===== src/rtl/mod_n_counter.sv =====
// Synchronous modulo-N up/down counter with clear, clamped load, and optional saturation.
// Outputs tc/wrap let several instances cascade into one clock domain.
module mod_n_counter #(
   parameter int WIDTH    = 7,
   parameter int MODULUS  = 100,
   parameter int SATURATE = 0
) (
   input  logic             clk,
   input  logic             reset_n,
   input  logic             en,
   input  logic             up,
   input  logic             clr,
   input  logic             load,
   input  logic [WIDTH-1:0] load_val,
   output logic [WIDTH-1:0] q,
   output logic             tc,
   output logic             wrap,
   output logic             sat
);

   // MODULUS-1 is formed in 32-bit arithmetic, then narrowed. It always fits, even for MODULUS = 2**WIDTH.
   localparam logic [WIDTH-1:0] MAX_Q = WIDTH'(MODULUS - 1);

   logic at_top;
   logic at_bot;
   logic at_end;

   assign at_top = (q == MAX_Q);
   assign at_bot = (q == '0);
   assign at_end = up ? at_top : at_bot;
   assign tc     = en & at_end;

   // NOTE: all state uses non-blocking assignments, so every register samples pre-edge values.
   always_ff @(posedge clk or negedge reset_n) begin
      if (!reset_n) begin
         q    <= '0;
         wrap <= 1'b0;
         sat  <= 1'b0;
      end else begin
         wrap <= 1'b0;
         if (clr) begin
            q   <= '0;
            sat <= 1'b0;
         end else if (load) begin
            q   <= (load_val > MAX_Q) ? MAX_Q : load_val;
            sat <= 1'b0;
         end else if (en) begin
            if (at_end && (SATURATE != 0)) begin
               sat <= 1'b1;
            end else begin
               sat  <= 1'b0;
               wrap <= at_end;
               if (up) q <= at_top ? '0 : q + 1'b1;
               else    q <= at_bot ? MAX_Q : q - 1'b1;
            end
         end
      end
   end

endmodule

===== config.mk =====
export PLATFORM = sky130hd
export DESIGN_NAME = mod_n_counter
export DESIGN_NICKNAME = d
export VERILOG_FILES = /design/src/rtl/mod_n_counter.sv
export SDC_FILE = /design/constraint.sdc
export NUM_CORES = 1
export LEC_CHECK = 0
export ABC_AREA = 1
export CAP_MARGIN = 5
export CORE_MARGIN = 2
export CORE_UTILIZATION = 43
export DETAILED_ROUTE_END_ITERATION = 12
export HOLD_SLACK_MARGIN = 0.02
export PLACE_DENSITY = 0.84
export RECOVER_POWER = 100
export SETUP_SLACK_MARGIN = 0.15
export SLEW_MARGIN = 20
export SYNTH_ARGS = -nofsm -noshare
export SYNTH_HDL_FRONTEND = slang
export SYNTH_SLANG_ARGS = --single-unit

===== constraint.sdc =====
create_clock -name clk -period 1.5 [get_ports clk]
set_input_delay 0.3 -clock clk [delete_from_list [all_inputs] [get_ports clk]]
set_output_delay 0.3 -clock clk [all_outputs]
set_load 0.005 [all_outputs]

==> results.json, run 1 <==
{
  "yosysMostFrequentCell": "nand2_1",
  "violations": "negative setup slack",
  "htree_levels": 1,
  "synthFlopType": "dfrtp_1",
  "clk-insertion-delay-late_ns": 0.27,
  "root_buffer": "clkbuf_4",
  "cts_made_buffers": 3,
  "synth.area.top_cells": "dfrtp_1 (23%), nand2_1 (21%), nand3_1 (9.2%), inv_1 (5.2%), nor2_1 (5.2%)",
  "die_h_um": 49.0,
  "period_needed_ns": 1.82,
  "portBuffers": 21,
  "io_pins": 23,
  "core_sq_um": 1940,
  "grt_start_max_net_pins": 12,
  "first_pass_iters": 4,
  "clk_pin_slew_worst_paths_ns": 0.07,
  "yosysSeqAreaShare": 0.230,
  "cts_tree": "yes",
  "ys_types": 24,
  "required_ns": 1.20,
  "cap_violations": 0,
  "grt_pass1_wl_mm": 5.73,
  "power_density_nw_per_um2": 676,
  "leakage_uw": 0.000852,
  "maxSlewViolCount": 0,
  "cp.arrival_ns": 1.52,
  "timing.final.ws_setup_ns": -0.324,
  "area.growth.synth_to_final_pct": 91.9,
  "grt_use_total": 0.308,
  "endpoint_kind": "primary output",
  "hold-worst-slack_ns": 0.365,
  "max_freq_mhz": 548,
  "min_path_type": "primary input to flop",
  "setup_viol_count_final": 10,
  "async_flop_share": 1.00,
  "wl_mm": 4.19,
  "antenna_found_initial": 0,
  "syn_area_per_cell_sq_um": 6.35,
  "clock_sinks": 8,
  "wire_per_inst_um": 17.5,
  "die_area_sq_um": 2400,
  "grt_pass1_vias": 1238,
  "final_antenna_net_count": 0,
  "dieWidth_um": 49.0,
  "hold_violations": 0,
  "drc": 0,
  "rows": 16,
  "synth_top_area_frac": 0.230,
  "synth_edf_count": 0,
  "startpoint_type": "flop",
  "place_congestion": 0.915,
  "clock_skew_ns": 0.00803,
  "synth_fp_nets": 153,
  "crit_type": "flop to primary output",
  "fin_area_sq_um": 1670,
  "yosys.area.top_type": "dfrtp_1",
  "yosysWarnings": 0,
  "crit_fanout": 3,
  "drive_gt1_frac": 0.488,
  "syn_inst": 137,
  "synthTopCellsByCount": "nand2_1 (49), nand3_1 (16), inv_1 (12), nor2_1 (12), dfrtp_1 (8)",
  "vias": 1398,
  "fin_tns_setup_ns": -1.41,
  "final_nets": 228,
  "synth_seq_cells": 8,
  "fill_cells": 112,
  "outcome": "finished with violations",
  "cts_buffer_depth": 2,
  "placed_area_sq_um": 1270,
  "synth_area_sq_um": 870,
  "dr.first_iter.drc_count": 93,
  "post-dp-hpwl_mm": 2.18,
  "viasPerCell": 5.85,
  "finalCritPeriodShare": 1.22,
  "initial_core_util": 0.448,
  "grt-ovfl-total": 0,
  "cts-hold-fix-buffers": 0,
  "rsz0062_at_grt": "yes",
  "ir_drop_mv": 0.442
}
==> worst max-delay path, stage by stage (launching register included) <==
cell and delay, ns:
dfrtp_2 0.41, ha_4 0.15, nand2_1 0.06, inv_1 0.11, nand4_1 0.17, nand2_2 0.13
nand2_2 0.07, inv_1 0.06, buf_2 0.10
==> sequential cells by signal, indices dropped and copies added (netlist names) <==
name / count
wrap: 1
q: 7
==> layout make-up <==
| cell class | instances | area (sq um) | area share |
|---|---|---|---|
| repair buffers | 75 | 667 | 0.400 |
| inverters | 13 | 55.1 | 0.0330 |
| flip-flops and latches | 8 | 204 | 0.122 |
| diodes | 1 | 2.50 | 0.00150 |
| well taps | 27 | 33.8 | 0.0202 |
| multi-input cells | 111 | 681 | 0.408 |
| clock buffers | 4 | 26.3 | 0.0157 |
==> placed cells by master (no fill, tap or decap), types with 3 or more instances in the layout <==
| cell type | Yosys | final |
|---|---|---|
| nand2_1 | 49 | 41 |
| buf_4 | 1 | 34 |
| buf_6 | 1 | 20 |
| nor2_1 | 12 | 11 |
| nand2_2 | 3 | 10 |
| nand3_1 | 16 | 10 |
| clkdlybuf4s50_1 | 0 | 9 |
| inv_1 | 12 | 7 |
| nand3_2 | 0 | 6 |
| nand4_1 | 5 | 5 |
| a21oi_1 | 5 | 5 |
| dfrtp_1 | 8 | 5 |
| inv_2 | 1 | 4 |
| nor2_4 | 3 | 3 |
| o21ai_2 | 0 | 3 |
| ha_4 | 0 | 3 |
| clkbuf_4 | 0 | 3 |
| dlygate4sd2_1 | 0 | 3 |
| buf_2 | 0 | 3 |
| dfrtp_2 | 0 | 3 |
==> report_power, final <==
group	switching (uW)	total (uW)	internal, uW
logic	333	667	334
clock network	91.7	194	103
registers	30.8	268	237
==> repair_timing <==
item	in CTS	in global routing
resized for setup	57	22
setup buffers	16	11
endpoints found under the setup margin	15	14
pin swaps	17	16
==> kinds of logic after synthesis <==
kind of cell / after synthesis / synth area share
compound gates: 12 / 0.0748
flops: 8 / 0.230
fa+ha+maj: 3 / 0.0432
other cells: 1 / 0.00431
xor+xnor: 2 / 0.0201
simple gates: 93 / 0.502
buf+inv: 18 / 0.125
==> routing by layer <==
| layer | vias up | part of all wire | global-route usage |
|---|---|---|---|
| met1 | 636 | 0.33 | 0.347 |
| li1 | 589 | - | - |
| met5 | - | 0 | 0 |
| met4 | 0 | 0.081 | 0.200 |
| met2 | 124 | 0.48 | 0.543 |
| met3 | 49 | 0.11 | 0.0399 |
==> path summary, 6_finish.rpt <==
check,cells past startpoint,to,slack (ns),start
max reg2reg,13,q[4],-0.19,q[0]
min in group asynchronous,1,q[4],0.39,reset_n
min,2,wrap,0.36,clr
max,8,tc,-0.32,q[0]
min reg2reg,3,q[4],0.73,q[4]
max in group asynchronous,1,q[1],0.81,reset_n
==> per-stage QoR <==
step | setup WS, ns | std cells | total power [uW] | util
floorplan | 0.0642 | 137 | 490 | -
global placement | -0.452 | 207 | 685 | 0.655
detailed placement | -0.469 | 207 | 702 | 0.655
CTS | -0.249 | 227 | 1000 | 0.784
global route | -0.393 | 238 | 1180 | 0.858
finish | -0.324 | 239 | 1130 | 0.860
(Power assumes the default switching activity.)
==> inputs of run 2 (changes only) <==
Settings changed: PLACE_DENSITY 0.84 to 0.75.
==> run 2 against run 1 <==
Net effect: the run still ends with negative setup slack left; non-clock buffer count fell by 5; count of clock-buffer cells in the layout did not move; clock power fell by 2%; global-route usage fell by 2.6 points; final area fell by 4.6%; setup slack improved by 0.074 ns; highest routed layer unchanged; maximum frequency rose by 4.2%; largest cell class unchanged; die area did not move.
==> results.json, run 2 (same netlist as run 1, synthesis figures left out) <==
{
  "outcome": "finished with violations",
  "violations": "negative setup slack",
  "power_density_nw_per_um2": 669,
  "final_nets": 223,
  "total_power_uw": 1060,
  "endpoint_kind": "primary output",
  "p_seq_frac": 0.255,
  "io_pins": 23,
  "portBuffers": 21,
  "die_area_sq_um": 2400,
  "maxSlewViolCount": 0,
  "cap_violations": 0,
  "area.growth.synth_to_final_pct": 83.2,
  "viasPerCell": 5.24,
  "htree_levels": 1,
  "antenna_found_initial": 1,
  "cts_tree": "yes",
  "required_ns": 1.20,
  "switching_power_uw": 407,
  "dr.first_iter.drc_count": 52,
  "largest_reg_flops": 7,
  "wl_mm": 3.50,
  "p_sw_frac": 0.382,
  "dieWidth_um": 49.0,
  "clk-insertion-delay-late_ns": 0.26,
  "crit_type": "flop to primary output",
  "cts_made_buffers": 3,
  "dr_wl_met3_um": 217,
  "top_register": "q",
  "cp.arrival_ns": 1.45,
  "final_antenna_net_count": 0,
  "wl_met2_mm": 1.78,
  "place_congestion": 0.891,
  "root_buffer": "clkbuf_4",
  "ir_drop_mv": 0.468,
  "clk_pin_slew_worst_paths_ns": 0.07,
  "cts_buffer_depth": 2,
  "power_frac_comb": 0.566,
  "rr_startpoint": "q[1]",
  "rows": 16,
  "setup_viol_count_final": 9,
  "leakage_uw": 0.000826,
  "grt_use_total": 0.283,
  "timing.final.ws_setup_ns": -0.251,
  "vias": 1226,
  "layout_commonest_cell": "nand2_1",
  "startpoint_type": "flop",
  "first_pass_iters": 4,
  "grt-ovfl-total": 0,
  "max_freq_mhz": 571,
  "finalCritPeriodShare": 1.17,
  "post-dp-hpwl_mm": 2.07,
  "grt_start_max_net_pins": 11,
  "hold_violations": 0,
  "wire_per_inst_um": 14.9,
  "crit_fanout": 4,
  "drc": 0,
  "layout_common_cells": "nand2_1 (43), buf_4 (33), buf_6 (19)",
  "rrSetupSlack_ns": -0.24,
  "topRoutingLayerUsed": "met4",
  "clock_sinks": 8,
  "crit_start": "q[1]",
  "rr_endpoint": "q[5]",
  "fill_cells": 127,
  "period_needed_ns": 1.75,
  "r2r_cells": 14,
  "reg_top3": "q (7), wrap (1)",
  "core_sq_um": 1940,
  "rsz0062_at_grt": "yes",
  "drive_gt1_frac": 0.447,
  "fin_tns_setup_ns": -1.60,
  "clkPwrFrac": 0.179,
  "grt_pass1_wl_mm": 5.23,
  "wl_met1_mm": 1.38,
  "initial_core_util": 0.448,
  "min_path_type": "primary input to asynchronous set/reset pin",
  "grt_pass1_vias": 1187,
  "die_h_um": 49.0,
  "internal-power_uw": 658,
  "clock_skew_ns": 0.00924
}
==> run 2: stage by stage <==
stage          setup WS (ns)  cell area (sq um)  hold slack, ns  utilization  instances
2_1_floorplan         0.0642                885         0.00441            -        137
3_3_place_gp          -0.464               1280           0.589        0.659        208
3_5_place_dp          -0.502               1280           0.602        0.659        208
4_1_cts               -0.235               1520           0.327        0.780        229
5_1_grt               -0.312               1590           0.412        0.820        234
6_report              -0.251               1590           0.383        0.820        234
==> run 2: repair_timing <==
action,in CTS,in global routing
setup endpoints to repair,16,16
pin swaps,9,9
gates resized for setup,44,27
hold buffers,0,0
buffers inserted,17,4
==> run 2: cell type report <==
cell class / count / area (sq um) / share of cell area
Timing Repair Buffer: 70 / 624 / 0.392
Antenna cell: 1 / 2.50 / 0.00157
Multi-Input combinational cell: 111 / 652 / 0.409
Tap cell: 27 / 33.8 / 0.0212
Clock buffer: 4 / 26.3 / 0.0165
Sequential cell: 8 / 205 / 0.129
Inverter: 13 / 48.8 / 0.0306
==> run 2: worst max-delay path, cell delays in order, from the launching register on <==
cell,delay [ns]
dfrtp_2,0.43
ha_4,0.17
nand2_4,0.05
inv_2,0.06
nand4_1,0.14
nand2_2,0.13
nand2_2,0.06
inv_2,0.06
buf_6,0.08
==> run 2: power by group through the flow <==
stage,registers [uW],clock network (uW),logic (uW)
after floorplan,271,0,219
after global placement,267,0,423
after detailed placement,269,0,433
after CTS,268,181,534
after global routing,272,207,647
final,271,190,603
==> run 2: worst max path at each step <==
stage               to  slack, ns
floorplan           tc       0.06
global placement    tc      -0.46
detailed placement  tc      -0.50
CTS                 tc      -0.24
global route        tc      -0.31
finish              tc      -0.25
==> run 2: metal layers <==
metal | up-vias | track usage
li1 | 580 | -
met1 | 569 | 0.335
met2 | 64 | 0.527
met3 | 13 | 0.0184
met4 | 0 | 0.110
met5 | - | 0
